`src/rtl/seq_mult_8bit_ctrl_if.sv`:
```
// seq_mult_8bit_ctrl_if: start/busy/done request interface for the sequential multiplier
// master is the requester, slave is the multiplier controller.
interface seq_mult_8bit_ctrl_if;
    logic        start;
    logic [7:0]  mcand;
    logic [7:0]  mplier;
    logic        busy;
    logic        done;
    logic [15:0] product;
    modport master (output start, mcand, mplier, input busy, done, product);
    modport slave (input start, mcand, mplier, output busy, done, product);
endinterface

```
`src/rtl/seq_mult_8bit_ctrl.sv`:
```
// seq_mult_8bit_ctrl: unsigned 8x8->16 shift-and-add multiplier, one 8-bit adder pass per clock.
// Optional macro SEQ_MULT_ZERO_BYPASS_EN finishes immediately when either operand is zero.
module seq_mult_8bit_ctrl #(
    parameter int WIDTH = 8,
    parameter bit DONE_PULSE = 1'b1
) (
    input logic clk,
    input logic rst,
    seq_mult_8bit_ctrl_if.slave s
);
    typedef enum logic [1:0] {IDLE, BUSY, DONE} state_t;
    state_t state;
    logic [WIDTH-1:0] m, a, q;
    logic [3:0] cnt;
    logic [WIDTH:0] sum;
    logic zero_op;
    // The adder carry lands in the top bit of A after the shift, so no separate C register is kept.
    always_comb sum = {1'b0, a} + {1'b0, q[0] ? m : '0};
`ifdef SEQ_MULT_ZERO_BYPASS_EN
    always_comb zero_op = (s.mcand == '0) || (s.mplier == '0);
`else
    always_comb zero_op = 1'b0;
`endif
    always_ff @(posedge clk or posedge rst) begin
        if (rst) begin
            state <= IDLE;
            s.busy <= 1'b0;
            s.done <= 1'b0;
            s.product <= '0;
            m <= '0;
            a <= '0;
            q <= '0;
            cnt <= '0;
        end else begin
            case (state)
                IDLE: if (s.start) begin
                    m <= s.mcand;
                    q <= s.mplier;
                    a <= '0;
                    cnt <= '0;
                    state <= zero_op ? DONE : BUSY;
                    s.busy <= !zero_op;
                    s.done <= zero_op;
                    if (zero_op) s.product <= '0;
                end
                BUSY: begin
                    {a, q} <= {sum, q[WIDTH-1:1]};
                    cnt <= cnt + 4'd1;
                    if (cnt == 4'(WIDTH - 1)) begin
                        state <= DONE;
                        s.busy <= 1'b0;
                        s.done <= 1'b1;
                        s.product <= {sum, q[WIDTH-1:1]};
                    end
                end
                default: begin
                    state <= IDLE;
                    s.done <= !DONE_PULSE;
                end
            endcase
        end
    end
endmodule

```
`src/flat_wrapper.sv`:
```
// flat-port wrapper written by rule: the top's interface ports become plain ports
module seq_mult_8bit_ctrl_flat 
#(
    parameter int WIDTH = 8,
    parameter bit DONE_PULSE = 1'b1
)
  (clk, rst, s_start, s_mcand, s_mplier, s_busy, s_done, s_product);
  seq_mult_8bit_ctrl_if s_i ();
  input logic clk;
  input logic rst;
  input wire logic [$bits(s_i.start)-1:0] s_start;
  input wire logic [$bits(s_i.mcand)-1:0] s_mcand;
  input wire logic [$bits(s_i.mplier)-1:0] s_mplier;
  output wire logic [$bits(s_i.busy)-1:0] s_busy;
  output wire logic [$bits(s_i.done)-1:0] s_done;
  output wire logic [$bits(s_i.product)-1:0] s_product;
  assign s_i.start = s_start;
  assign s_i.mcand = s_mcand;
  assign s_i.mplier = s_mplier;
  assign s_busy = s_i.busy;
  assign s_done = s_i.done;
  assign s_product = s_i.product;
  seq_mult_8bit_ctrl #(.WIDTH(WIDTH), .DONE_PULSE(DONE_PULSE)) u_core (.clk(clk), .rst(rst), .s(s_i));
endmodule
```
`config.mk`:
```
export PLATFORM = sky130hd
export DESIGN_NAME = seq_mult_8bit_ctrl_flat
export DESIGN_NICKNAME = d
export VERILOG_FILES = /design/src/rtl/seq_mult_8bit_ctrl_if.sv /design/src/rtl/seq_mult_8bit_ctrl.sv /design/src/flat_wrapper.sv
export SDC_FILE = /design/constraint.sdc
export NUM_CORES = 1
export LEC_CHECK = 0
export CAP_MARGIN = 20
export CORE_ASPECT_RATIO = 0.7
export CORE_MARGIN = 2
export CORE_UTILIZATION = 48
export DETAILED_ROUTE_END_ITERATION = 7
export HOLD_SLACK_MARGIN = 0.02
export PLACE_DENSITY = 0.82
export SYNTH_ARGS = -nofsm -noshare
export SYNTH_HDL_FRONTEND = slang
export SYNTH_SLANG_ARGS = --single-unit
export TNS_END_PERCENT = 1
```
`constraint.sdc`:
```
create_clock -name clk -period 2 [get_ports clk]
set_input_delay 0.4 -clock clk [delete_from_list [all_inputs] [get_ports clk]]
set_output_delay 0.4 -clock clk [all_outputs]
set_load 0.005 [all_outputs]
```
==> results.toml <==
[critical_path]
cp-end-kind = "register"
cp-start-kind = "register"
worstPathRequired_ns = 2.20
cp_data_arrival_time_ns = 2.19
setup.worst_path.class = "register to register"
crit_path_cell_trace = "and2_1 -> ha_2 -> fa_2 -> a211oi_2 -> o21ai_1 -> and2_4 -> o41ai_2"
reg2reg_depth = 7
slowest_stage = "dfrtp_1"
worstPathMaxFanout = 3
max_stage_delay_ns = 0.41
crit_buf_inv = 0
cp_top_family = "compound AO/OA/AOI/OAI gates"
path_depth = 7

[sta]
rsz0062_at_grt = "true"
fin_crit_sh_pct = 99.59
finalSetupViolations = 0
fin_worst_skew_ns = 0.008149
final.setup.worst_slack_ns = 0.008223
period_needed_ns = 1.992
maxClockFrequency_mhz = 502.1
slew_viol_final = 0
hold_violations = 0
worst_pin_slew_ns = 0.4053
relSlewSlack_pct = 72.77

[synth]
yosysTopAreaCellShare_pct = 51.68
syn_area_mm2 = 0.002276
ys_seq_area_share_pct = 51.68
synthTopCellsByArea = "dfrtp_1 52%, nand2_1 6.3%, ha_1 4.9%, mux2_2 4.9%, o21ai_0 3.3%"
synthesis.nets = 245
synthMostInstantiatedCell = "dfrtp_1"
ys_warn_count = 0
async_reset_ff_share_pct = 100.0
synth_top_cell_by_area = "dfrtp_1"
syn_inst = 216
ys_seq_elements = 47
syn_area_per_cell_um2 = 10.54
synth_edf_count = 0
synth_ff_type = "dfrtp_1"
ys_types = 42
synth_common_cells = "47 x dfrtp_1, 38 x nand2_1, 15 x o21ai_0"

[routing]
wl_um = 5048
post_drt_wl_per_cell_um = 15.48
drt_iter0_drc = 83
vias_per_cell = 5.549
route.detailed.drc = 0
num_vias = 1809
ant_nets = 0
firstDrtPassIters = 4

[floorplan]
start_util_pct = 51.10
rows = 20
die_area_mm2 = 0.005317
ios = 37
core-area_mm2 = 0.004454
die-width_um = 86.30
fp.dieH_um = 61.61

[global_route]
overflow = 0
grt_pass1_wl_um = 8480
grt_pass1_vias = 1762
grt_max_degree = 32
antenna_found_initial = 0
grt_usage_pct = 20.93

[clock_tree]
cts_root_buf = "clkbuf_8"
tritoncts = "built"
cts_sinks = 47
cts_inserted_buffers = 5
clkTransAtPathRegs_ns = 0.09
htree_levels = 2
clock_latency_ns = 0.30
clock_path_buffers = 2

[run]
drv_cap = 0

[cells_and_area]
syn_to_final_growth_pct = 29.52
fillerInstances = 353
layout-drive-gt1-share_pct = 19.19
nets = 300
antennaDiodeCount = 0
post-route-util_pct = 66.18
fin_cells = 326
final_cell_area_mm2 = 0.002948

[power]
p_per_area_mw_per_mm2 = 1437
p_leak_nw = 1.390
vdd_drop_max_v = 0.0006844
p_total_mw = 4.235

[placement]
dp_hpwl_um = 3624
gp_congestion = 0.8808
post-place-ws_ns = -0.1328
dp_cells = 317
place_area_mm2 = 0.002816
port_buffers = 36

[worst_hold_path]
hp-class = "input port to asynchronous set/reset pin"

[run_status]
status = "finished, final reports clean"
==> area by class of cell <==
type	count	area [um2]	share of cell area, %
sequential	47	1176	39.90
multi-input combinational	158	1081	36.67
timing repair buffer	56	523.0	17.74
clock buffer	6	82.58	2.801
tap	55	68.82	2.334
inverter	3	11.26	0.3820
clock inverter	1	5.005	0.1698
==> cells in the final DEF (no fill, tap or decap), types with 3 or more instances in the layout <==
cell type        count
dfrtp_1             47
nand2_1             38
clkdlybuf4s50_1     36
buf_4               19
o21ai_0             13
a21oi_1             11
mux2_2              10
nor2_1               7
and2_1               7
ha_1                 7
nor2b_1              6
clkbuf_8             6
a21o_1               5
a22o_1               5
a22oi_1              5
o21ai_1              4
and3b_1              4
a211oi_2             3
==> final timing paths <==
path	from	end	slack, ns
worst max-delay path	u_core.q[0]$_DFFE_PP0P_	u_core.a[5]$_DFFE_PP0P_	0.008
worst min-delay path	rst	u_core.s.product[11]$_DFFE_PP0P_	0.39
worst max register to register	u_core.q[0]$_DFFE_PP0P_	u_core.a[5]$_DFFE_PP0P_	0.008
worst min register to register	u_core.s.product[4]$_DFFE_PP0P_	u_core.s.product[4]$_DFFE_PP0P_	0.48
max in group asynchronous	rst	u_core.q[4]$_DFFE_PP0P_	1.12
min in group clk	u_core.s.product[4]$_DFFE_PP0P_	u_core.s.product[4]$_DFFE_PP0P_	0.48
==> what timing repair did <==
| action | CTS | global route |
|---|---|---|
| endpoints found under the hold margin | 0 | 0 |
| gates resized for setup | 4 | 4 |
| pin swaps | 5 | 1 |
| cloned | 0 | 0 |
| hold buffers | 0 | 0 |
| setup endpoints to repair | 3 | 10 |
| buffers inserted | 2 | 0 |
==> state kept, by name, indices dropped and copies added (netlist names) <==
register,cells
u_core.state,1
u_core.s.busy,1
u_core.m,8
u_core.s.done,1
u_core.q,8
u_core.a,8
u_core.cnt,4
u_core.s.product,16
==> layer usage <==
metal / GRT usage, % / up-vias / routed length [um]
met1: 28.27 / 877 / 2409
met3: 4.826 / 5 / 292
met5: 0 / - / 0
met4: 5.134 / 0 / 43
li1: - / 872 / -
met2: 35.11 / 55 / 2303
==> report_power, final <==
| part | switching [mW] | internal, mW | total [mW] |
|---|---|---|---|
| Sequential | 0.265 | 1.36 | 1.63 |
| Combinational | 0.929 | 1.10 | 2.03 |
| Clock | 0.309 | 0.272 | 0.580 |
| Total | 1.50 | 2.73 | 4.23 |
==> stage by stage <==
stage / hold slack (ns) / TNS, ns
floorplan: 0.4498 / 0
global placement: 0.4580 / 0
detailed placement: 0.4660 / -0.1676
CTS: 0.3958 / -0.04936
global route: 0.4208 / -0.2433
finish: 0.3904 / 0
==> kinds of logic (layout without fill, tap and decap cells) <==
| logic type | count (synthesis) | after routing | synth area share (%) |
|---|---|---|---|
| adders and majority gates | 10 | 10 | 5.828 |
| xor gates and xnor gates | 2 | 2 | 0.7698 |
| DFF | 47 | 47 | 51.68 |
| and+or+nand+nor | 77 | 77 | 16.71 |
| muxes | 12 | 12 | 5.828 |
| buffers and inverters | 11 | 66 | 2.529 |
| AOI/OAI and AO/OA | 57 | 57 | 16.66 |
(Power assumes the default switching activity.)
